File: config.mk
export PLATFORM = sky130hd
export DESIGN_NAME = sram_port_arbiter
export DESIGN_NICKNAME = d
export VERILOG_FILES = /design/src/rtl/sram_port_arbiter_pkg.sv /design/src/rtl/sram_port_arbiter_rr_pick.sv /design/src/rtl/sram_port_arbiter.sv
export SDC_FILE = /design/constraint.sdc
export NUM_CORES = 1
export LEC_CHECK = 0
export CAP_MARGIN = 20
export CORE_AREA = 10 10 47 49
export CTS_BUF_LIST = sky130_fd_sc_hd__clkbuf_8
export DETAILED_ROUTE_END_ITERATION = 8
export DIE_AREA = 0 0 57 59
export DONT_BUFFER_PORTS = 1
export HOLD_SLACK_MARGIN = 0.03
export PLACE_DENSITY = 0.43
export SLEW_MARGIN = 30
export SYNTH_ARGS = -nofsm -noshare
export SYNTH_HDL_FRONTEND = slang
export SYNTH_SLANG_ARGS = --single-unit
File: constraint.sdc
create_clock -name clk -period 2.8 [get_ports clk]
set_input_delay 0.56 -clock clk [delete_from_list [all_inputs] [get_ports clk]]
set_output_delay 0.56 -clock clk [all_outputs]
set_load 0.03 [all_outputs]
File: src/rtl/sram_port_arbiter_pkg.sv
`default_nettype none
// ============================================================================
//  Module      : sram_port_arbiter_pkg
//  Description : Shared types and limits for the SRAM port arbiter.
//  Revision    : 1.0 - initial release
// ============================================================================
package sram_port_arbiter_pkg;

  // Largest requester count the arbiter is built for
  localparam int MAX_REQ = 8;

  // Arbiter mode: plain round-robin, or grant held by a single owner
  typedef enum logic [0:0] {
    ARB_IDLE   = 1'b0,
    ARB_LOCKED = 1'b1
  } arb_state_t;

endpackage
`default_nettype wire

File: src/rtl/sram_port_arbiter_rr_pick.sv
`default_nettype none
// ============================================================================
//  Module      : rr_pick
//  Description : Combinational round-robin picker. Rotates the request
//                vector so that index ptr lands at position 0,
//                priority-encodes the lowest set bit, then rotates the
//                one-hot result back to the original requester positions.
//  Revision    : 1.0 - initial release
// ============================================================================
module rr_pick #(
  parameter int N     = 2,
  parameter int PTR_W = (N > 1) ? $clog2(N) : 1
) (
  input  logic [N-1:0]     req,
  input  logic [PTR_W-1:0] ptr,
  output logic [N-1:0]     gnt
);

  logic [N-1:0] w_rot;
  logic [N-1:0] w_pick;
  logic         w_found;

  // Requester position that sits at rotated slot off; ptr is always < N
  function automatic int wrap_idx(input int base, input int off);
    return (base + off) % N;
  endfunction

  // Rotate so the requester at ptr has the highest priority (slot 0)
  always_comb begin
    w_rot = '0;
    for (int j = 0; j < N; j++) begin
      w_rot[j] = req[wrap_idx(int'(ptr), j)];
    end
  end

  // Keep only the lowest set rotated bit
  always_comb begin
    w_pick  = '0;
    w_found = 1'b0;
    for (int j = 0; j < N; j++) begin
      if (w_rot[j] && !w_found) begin
        w_pick[j] = 1'b1;
        w_found   = 1'b1;
      end
    end
  end

  // Rotate the one-hot pick back to requester numbering
  always_comb begin
    gnt = '0;
    for (int j = 0; j < N; j++) begin
      gnt[wrap_idx(int'(ptr), j)] = w_pick[j];
    end
  end

endmodule
`default_nettype wire

File: src/rtl/sram_port_arbiter.sv
`default_nettype none
// ============================================================================
//  Module      : sram_port_arbiter
//  Description : Shares one single-port synchronous SRAM (1-cycle registered
//                read) between N_REQ requesters. Per-cycle round-robin
//                grant, req/gnt handshake, read data returned with a one-hot
//                rvalid naming the requester that owns it.
//                Optional macro SRAM_ARB_LOCK_EN adds grant locking: a
//                requester granted with lock=1 keeps the port for up to
//                MAX_LOCK consecutive grants.
//  Revision    : 1.0 - initial release
// ============================================================================
module sram_port_arbiter
  import sram_port_arbiter_pkg::*;
#(
  parameter int N_REQ      = 2,
  parameter int ADDR_WIDTH = 4,
  parameter int DATA_WIDTH = 8,
  parameter int MAX_LOCK   = 16
) (
  input  logic                        clk,
  input  logic                        rst_n,
  input  logic [N_REQ-1:0]            req,
  input  logic [N_REQ-1:0]            we,
  input  logic [N_REQ*ADDR_WIDTH-1:0] addr,
  input  logic [N_REQ*DATA_WIDTH-1:0] wdata,
  input  logic [N_REQ-1:0]            lock,
  output logic [N_REQ-1:0]            gnt,
  output logic [N_REQ-1:0]            rvalid,
  output logic [DATA_WIDTH-1:0]       rdata,
  output logic                        sram_cs,
  output logic                        sram_we,
  output logic [ADDR_WIDTH-1:0]       sram_addr,
  output logic [DATA_WIDTH-1:0]       sram_din,
  input  logic [DATA_WIDTH-1:0]       sram_dout
);

  localparam int PTR_W = (N_REQ > 1) ? $clog2(N_REQ) : 1;

  arb_state_t         r_state;
  arb_state_t         w_state_nxt;
  logic [PTR_W-1:0]   r_ptr;
  logic [PTR_W-1:0]   w_ptr_nxt;
  logic [N_REQ-1:0]   r_rvalid;
  logic [N_REQ-1:0]   w_req_arb;
  logic [N_REQ-1:0]   w_rr_gnt;
  logic [N_REQ-1:0]   w_gnt_raw;
  logic [PTR_W-1:0]   w_win_idx;
  logic [PTR_W-1:0]   w_win_inc;

  rr_pick #(
    .N     (N_REQ),
    .PTR_W (PTR_W)
  ) u_rr_pick (
    .req (w_req_arb),
    .ptr (r_ptr),
    .gnt (w_rr_gnt)
  );

  // Grants are suppressed while reset is asserted, even with req raised
  assign gnt     = rst_n ? w_gnt_raw : '0;
  assign sram_cs = |gnt;
  assign rvalid  = r_rvalid;
  assign rdata   = sram_dout;

  // Encode the granted requester and the pointer value just past it
  always_comb begin
    w_win_idx = '0;
    for (int i = 0; i < N_REQ; i++) begin
      if (gnt[i]) w_win_idx = PTR_W'(i);
    end
    w_win_inc = (w_win_idx == PTR_W'(N_REQ - 1)) ? '0 : w_win_idx + PTR_W'(1);
  end

  // Route the winner's command to the SRAM; all-zero when nobody is granted
  always_comb begin
    sram_we   = 1'b0;
    sram_addr = '0;
    sram_din  = '0;
    for (int i = 0; i < N_REQ; i++) begin
      if (gnt[i]) begin
        sram_we   = we[i];
        sram_addr = addr[i*ADDR_WIDTH +: ADDR_WIDTH];
        sram_din  = wdata[i*DATA_WIDTH +: DATA_WIDTH];
      end
    end
  end

  // State register: arbiter mode and round-robin pointer
  always_ff @(posedge clk or negedge rst_n) begin
    if (!rst_n) begin
      r_state <= ARB_IDLE;
      r_ptr   <= '0;
    end else begin
      r_state <= w_state_nxt;
      r_ptr   <= w_ptr_nxt;
    end
  end

  // Read-return pipeline: the SRAM output is valid one cycle after a read grant
  always_ff @(posedge clk or negedge rst_n) begin
    if (!rst_n) begin
      r_rvalid <= '0;
    end else begin
      r_rvalid <= gnt & ~we;
    end
  end

`ifdef SRAM_ARB_LOCK_EN

  localparam int CNT_W = $clog2(MAX_LOCK + 1);

  logic [PTR_W-1:0] r_owner;
  logic [CNT_W-1:0] r_lock_cnt;
  logic [N_REQ-1:0] w_owner_oh;
  logic [PTR_W-1:0] w_owner_inc;
  logic             w_locked;
  logic             w_at_max;
  logic             w_exit;
  logic             w_normal;

  assign w_owner_oh  = N_REQ'(1) << r_owner;
  assign w_owner_inc = (r_owner == PTR_W'(N_REQ - 1)) ? '0 : r_owner + PTR_W'(1);
  assign w_locked    = (r_state == ARB_LOCKED);
  assign w_at_max    = (r_lock_cnt == CNT_W'(MAX_LOCK));
  // The exit cycle behaves like an idle cycle, so it arbitrates normally
  assign w_exit      = w_locked && (!lock[r_owner] || w_at_max);
  assign w_normal    = !w_locked || w_exit;
  // An owner that used up its lock budget sits out the exit cycle
  assign w_req_arb   = (w_locked && w_at_max) ? (req & ~w_owner_oh) : req;

  // Output logic: round-robin pick, or the owner alone while locked
  always_comb begin
    w_gnt_raw = w_rr_gnt;
    if (!w_normal) w_gnt_raw = req & w_owner_oh;
  end

  // Next-state logic: a locking grant enters ARB_LOCKED, exit returns to idle
  always_comb begin
    w_state_nxt = r_state;
    if (w_normal) w_state_nxt = (|(gnt & lock)) ? ARB_LOCKED : ARB_IDLE;
  end

  // Pointer frozen while locked; on an exit without a grant it moves past the owner
  always_comb begin
    w_ptr_nxt = r_ptr;
    if (w_normal && |gnt) w_ptr_nxt = w_win_inc;
    else if (w_exit)      w_ptr_nxt = w_owner_inc;
  end

  // Lock owner and count of consecutive grants held by it
  always_ff @(posedge clk or negedge rst_n) begin
    if (!rst_n) begin
      r_owner    <= '0;
      r_lock_cnt <= '0;
    end else if (w_normal) begin
      if (|(gnt & lock)) begin
        r_owner    <= w_win_idx;
        r_lock_cnt <= CNT_W'(1);
      end else begin
        r_lock_cnt <= '0;
      end
    end else if (|gnt) begin
      r_lock_cnt <= r_lock_cnt + CNT_W'(1);
    end
  end

`else

  // Lock input and MAX_LOCK have no effect in the plain round-robin build
  logic w_unused_lock;
  assign w_unused_lock = ^{lock, 32'(MAX_LOCK)};

  assign w_req_arb = req;

  // Output logic: plain round-robin pick
  always_comb begin
    w_gnt_raw = w_rr_gnt;
  end

  // Next-state logic: only the idle mode exists
  always_comb begin
    w_state_nxt = ARB_IDLE;
  end

  // Pointer moves past each winner and holds on idle cycles
  always_comb begin
    w_ptr_nxt = r_ptr;
    if (|gnt) w_ptr_nxt = w_win_inc;
  end

`endif

endmodule
`default_nettype wire
* Yosys cells after proc, flatten, opt, wreduce, memory -nomap -nowiden *
Index checks and enable logic that the tools add are counted.

storage, ports and cells
  bits in registers = 3
  latch bits = 0
  memory bits (writable) = 0
  ROM bits = 0
  bits of input ports = 40
  word-level logic and storage cells = 38
  memories = 0

operators by class
  add/sub/neg operators = 2
  multipliers = 0
  div/mod/pow operators = 0
  magnitude comparators = 4
  equal/unequal tests = 0
  shift-type cells = 0
  mux-type cells = 21
  bitwise operators = 4
  reduce and logical (&&, ||, !) cells = 5

operators with widths
  kind                                                               number
  2-to-1 mux 8 bit                                                   2
  2-to-1 mux 1 bit                                                   13
  2-to-1 mux 4 bit                                                   2
  AND 2 bit                                                          2
  logical AND 1 bit                                                  3
  less-than comparator 2 x 3 -> 1 bit, second input constant         1
  adder 1 bit, second input constant                                 2
  bitwise mux 2 bit                                                  1
  demux 1 bit (select 1 bit)                                         2
  greater-or-equal comparator 2 x 1 -> 1 bit, second input constant  1
  less-than comparator 1 x 2 -> 1 bit, second input constant         1
  2-to-1 mux 2 bit                                                   1
  NOT 2 bit                                                          1
  OR reduction 2 bit                                                 1
  AND 1 bit, first input constant                                    1
  greater-or-equal comparator 1 bit, second input constant           1
  logical NOT 1 bit                                                  1

* Depth between registers and ports, before layout *
  word-level depth = 12
  depth in mapped cells = 5
  depth with buffers taken out = 3

* Modules after synthesis *
A second synthesis with hierarchy kept.

second synthesis, totals
  cells, all modules = 40
  area total of the unflattened synthesis = 389.1 sq um

modules (own cells, without submodules)
  module             times used  cells each  area each (sq um)  seq. area each (sq um)
  sram_port_arbiter  1           37          370.4              75.1
  rr_pick            1           3           18.8               0.0

* Worst setup path after synthesis *
OpenSTA, ideal clock, no wires.

  kind = in2out
  from = in rst_n
  to = out sram_addr[0]
  arrival = 1427 ps
  data required time = 2240 ps
  slack = 813 ps
  stages = 4
  buffers on the path = 2
  cells stage by stage = buf_2 buf_4 nand2_1 o22ai_1

between the ends
  cells in the longest elaborated chain, start to end = 3

RTL lines
  item                  RTL line                 text
  start, declared       sram_port_arbiter.sv:22  input logic rst_n,
  2-to-1 mux 2 bit (*)  sram_port_arbiter.sv:61  assign gnt = rst_n ? w_gnt_raw : '0;
  2-to-1 mux 4 bit      sram_port_arbiter.sv:81  if (gnt[i]) begin
  2-to-1 mux 4 bit (*)  sram_port_arbiter.sv:81
  end, declared         sram_port_arbiter.sv:33  output logic [ADDR_WIDTH-1:0] sram_addr,

Mark *: on every way between the ends. The rest lies on a longest branch, timed or not.

* Final worst setup path *
  from = reg r_ptr
  to = out sram_addr[1]

between the ends
  cells in the longest elaborated chain, start to end = 10
  elaborated cells on any way between the ends = 26
  those cells by class = 1 x add/sub; 4 x order compare; 15 x mux; 2 x bitwise; 4 x reduce/logical

RTL lines
  item                                                                                     RTL line                                                          text
  start, declared                                                                          sram_port_arbiter.sv:42                                           logic [PTR_W-1:0] r_ptr;
  start signal, assigned                                                                   sram_port_arbiter.sv:96                                           r_ptr <= w_ptr_nxt;
  adder 1 bit / 2-to-1 mux 1 bit (equally long branches)                                   sram_port_arbiter_rr_pick.sv:25, sram_port_arbiter_rr_pick.sv:32
  AND 1 bit (no source line) / 2-to-1 mux 1 bit (equally long branches)                    n/a
  less-than comparator 2 x 3 -> 1 bit (implied by the code), or another cell as far along  sram_port_arbiter_rr_pick.sv:52                                   gnt[wrap_idx(int'(ptr), j)] = w_pick[j];
  logical AND 1 bit (implied by the code), or another cell as far along                    sram_port_arbiter_rr_pick.sv:52
  2-to-1 mux 1 bit (implied by the code) / logical AND 1 bit (equally long branches)       sram_port_arbiter_rr_pick.sv:52, sram_port_arbiter_rr_pick.sv:41
  demux 1 bit (select 1 bit) / 2-to-1 mux 1 bit (equally long branches)                    n/a
  bitwise mux 2 bit (*)                                                                    sram_port_arbiter_rr_pick.sv:52
  2-to-1 mux 2 bit (*)                                                                     sram_port_arbiter.sv:61
  2-to-1 mux 4 bit                                                                         sram_port_arbiter.sv:81
  2-to-1 mux 4 bit (*)                                                                     sram_port_arbiter.sv:81

Mark *: on every way between the ends. The rest lies on a longest branch, timed or not. The select of a mux whose other input is x is not followed.

==> impl_metrics.yaml <==
synthesis:
  synth_top_area_share_pct: 23.7
  synthesis.nets: 109
  yosysTopAreaCell: "nand2_1"
  synthTopCellsByArea: "nand2_1 (24%), buf_4 (19%), o22ai_1 (19%)"
  ys_seq_area_share_pct: 17.5
  yosys_warnings: 0
  syn_inst: 69
  syn_area_um2: 428
  synth_cell_types: 14
  synth.avg_cell_area_um2: 6.20
  ys_ff_latch: 3
route:
  vias: 420
  drc: 0
  first_iter_violations: 15
  routedWlPerCell_um: 19.3
  firstDrtPassIters: 4
  drt.antenna.violating_nets: 0
  finalWirelength_um: 1450
  vias_per_cell: 5.60
clocking:
  ctsHoldBuffers: 0
  cts_tree: "yes"
  clkLatencyLatePin_ns: 0.22
  post-cts-setup-buffers: 0
  cts-buffers-inserted: 3
  clkSinkCount: 3
  cts_resized: 0
  cts.path.max_buffers: 2
  cts_root_buffer: "clkbuf_8"
  cts_max_level: 1
  cts.reportedPaths.clkPinSlew_ns: 0.03
timing:
  timing.final.crit_share_pct: 74.2
  rsz0062_at_grt: "no"
  relSlewSlack_pct: 54.5
  period_needed_ns: 2.08
  worst-slew-pin-transition_ns: 0.693
  tns_ns: 0
  fmax_ghz: 0.481
  slew_violations: 0
  hold_viol: 0
  setup_viol: 0
  finClkSkew_ns: 0.00392
power_and_ir_drop:
  p_int_w: 0.000159
  p_switching_w: 0.000104
  p_clk_share_pct: 47.6
  p_per_area_mw_per_mm2: 676
  p_sw_share_pct: 39.6
  vdd_drop_max_mv: 0.168
  combPwrFrac_pct: 31.5
  p_leak_nw: 0.168
  share_seq_of_total_power_pct: 21.0
die:
  dieArea_mm2: 0.00336
  core.rowCount: 14
  die_height_um: 59
  core_mm2: 0.00140
  pin_count: 66
  initial_core_util_pct: 30.5
  die_w_um: 57
global_routing:
  antenna_found_initial: 0
  grt_pass1_wl_um: 2170
  grt_util_all_layers_pct: 8.01
  grt_overflow: 0
  grt_pass1_vias: 450
  grt_max_degree: 33
place:
  port_buffers: 0
  gp_congestion: 0.642
  hpwlAfterDp_um: 1140
finish:
  drive_gt1_share_pct: 10.2
  mostFrequentLayoutCells: "nand2_1 (27), o22ai_1 (13), nor2_1 (4)"
  fin_util_pct: 27.8
  nets: 100
  diodes: 0
  layout_commonest_cell: "nand2_1"
  area_growth_pct: -9.06
critical_path:
  arrival_ns: 1.52
  worstPathMaxFanout: 15
  path_class: "flop to output port"
  cp-start-kind: "flop"
  worstSetupEndpointType: "output port"
  worstPathRequired_ns: 2.24
outcome:
  status: "complete, no violations"
min_path:
  hold_path.class: "input pin to asynchronous set/reset pin"
run:
  maxCapViolations: 0
==> area by class of cell <==
| type | count | area (µm²) |
|---|---|---|
| clock inverter | 1 | 3.75 |
| fill | 157 | 1010 |
| inverter | 2 | 7.51 |
| tap | 16 | 20.0 |
| sequential | 3 | 75.1 |
| multi-input combinational | 50 | 241 |
| clock buffer | 3 | 41.3 |
==> layer usage <==
layer | track usage [%] | vias to the layer above | wire [µm]
li1 | - | 205 | -
met1 | 7.89 | 179 | 552
met2 | 11.8 | 34 | 658
met3 | 4.72 | 2 | 215
met4 | 7.05 | 0 | 19
met5 | 0 | - | 0
==> cells by family (layout without fill, tap and decap cells) <==
family,Yosys count,count (layout),share of synthesized area (%)
and+or+nand+nor,34,34,31.0
AOI/OAI and AO/OA,16,16,25.4
buffers and inverters,16,6,26.0
DFF,3,3,17.5
==> power by group through the flow <==
stage	clock, W	combinational (W)	sequential [W]
3_3_place_gp	0	0.0000829	0.0000558
2_1_floorplan	0	0.000108	0.0000548
3_5_place_dp	0	0.0000837	0.0000555
4_1_cts	0.000126	0.0000836	0.0000554
5_1_grt	0.000131	0.0000899	0.0000564
6_report	0.000125	0.0000828	0.0000552
==> flip-flops by register name, indices dropped and copies added, names as in the netlist <==
register,cells
r_ptr,1
rvalid,2
==> worst paths after layout <==
| kind | from | end | slack, ns | cells past startpoint |
|---|---|---|---|---|
| worst max-delay path | r_ptr | sram_addr[1] | 0.72 | 3 |
| worst min-delay path | rst_n | rvalid[1] | 0.04 | 0 |
| worst max register to register | r_ptr | rvalid[1] | 1.79 | 2 |
| worst min register to register | r_ptr | r_ptr | 0.57 | 1 |
| max in group asynchronous | rst_n | rvalid[0] | 2.69 | 0 |
| min in group clk | we[1] | rvalid[1] | 0.41 | 1 |
==> worst max-delay path, stage by stage (launching register included) <==
cell     delay (ns)
dfrtp_1        0.42
nand2_1        0.10
nand2_2        0.18
o22ai_1        0.59
==> synthesized netlist by cell type <==
library cell	count
nor2_1	4
buf_6	1
a21oi_1	1
buf_2	2
o22ai_1	13
nand2_1	27
inv_2	1
inv_1	1
nand2_2	1
nor3_1	2
a31oi_1	1
dfrtp_1	3
buf_4	11
o21ai_4	1
==> stage by stage <==
stage / hold WS, ns / worst slack [ns] / cells / total power (W) / instance area, µm²
6_report: 0.0373 / 0.722 / 75 / 0.000263 / 389
5_1_grt: 0.0319 / 0.609 / 75 / 0.000277 / 389
4_1_cts: 0.0362 / 0.715 / 75 / 0.000265 / 389
3_5_place_dp: 0.265 / 0.851 / 71 / 0.000139 / 344
3_3_place_gp: 0.265 / 0.856 / 71 / 0.000139 / 344
2_1_floorplan: 0.264 / 0.813 / 69 / 0.000163 / 428
(Power assumes the default switching activity.)
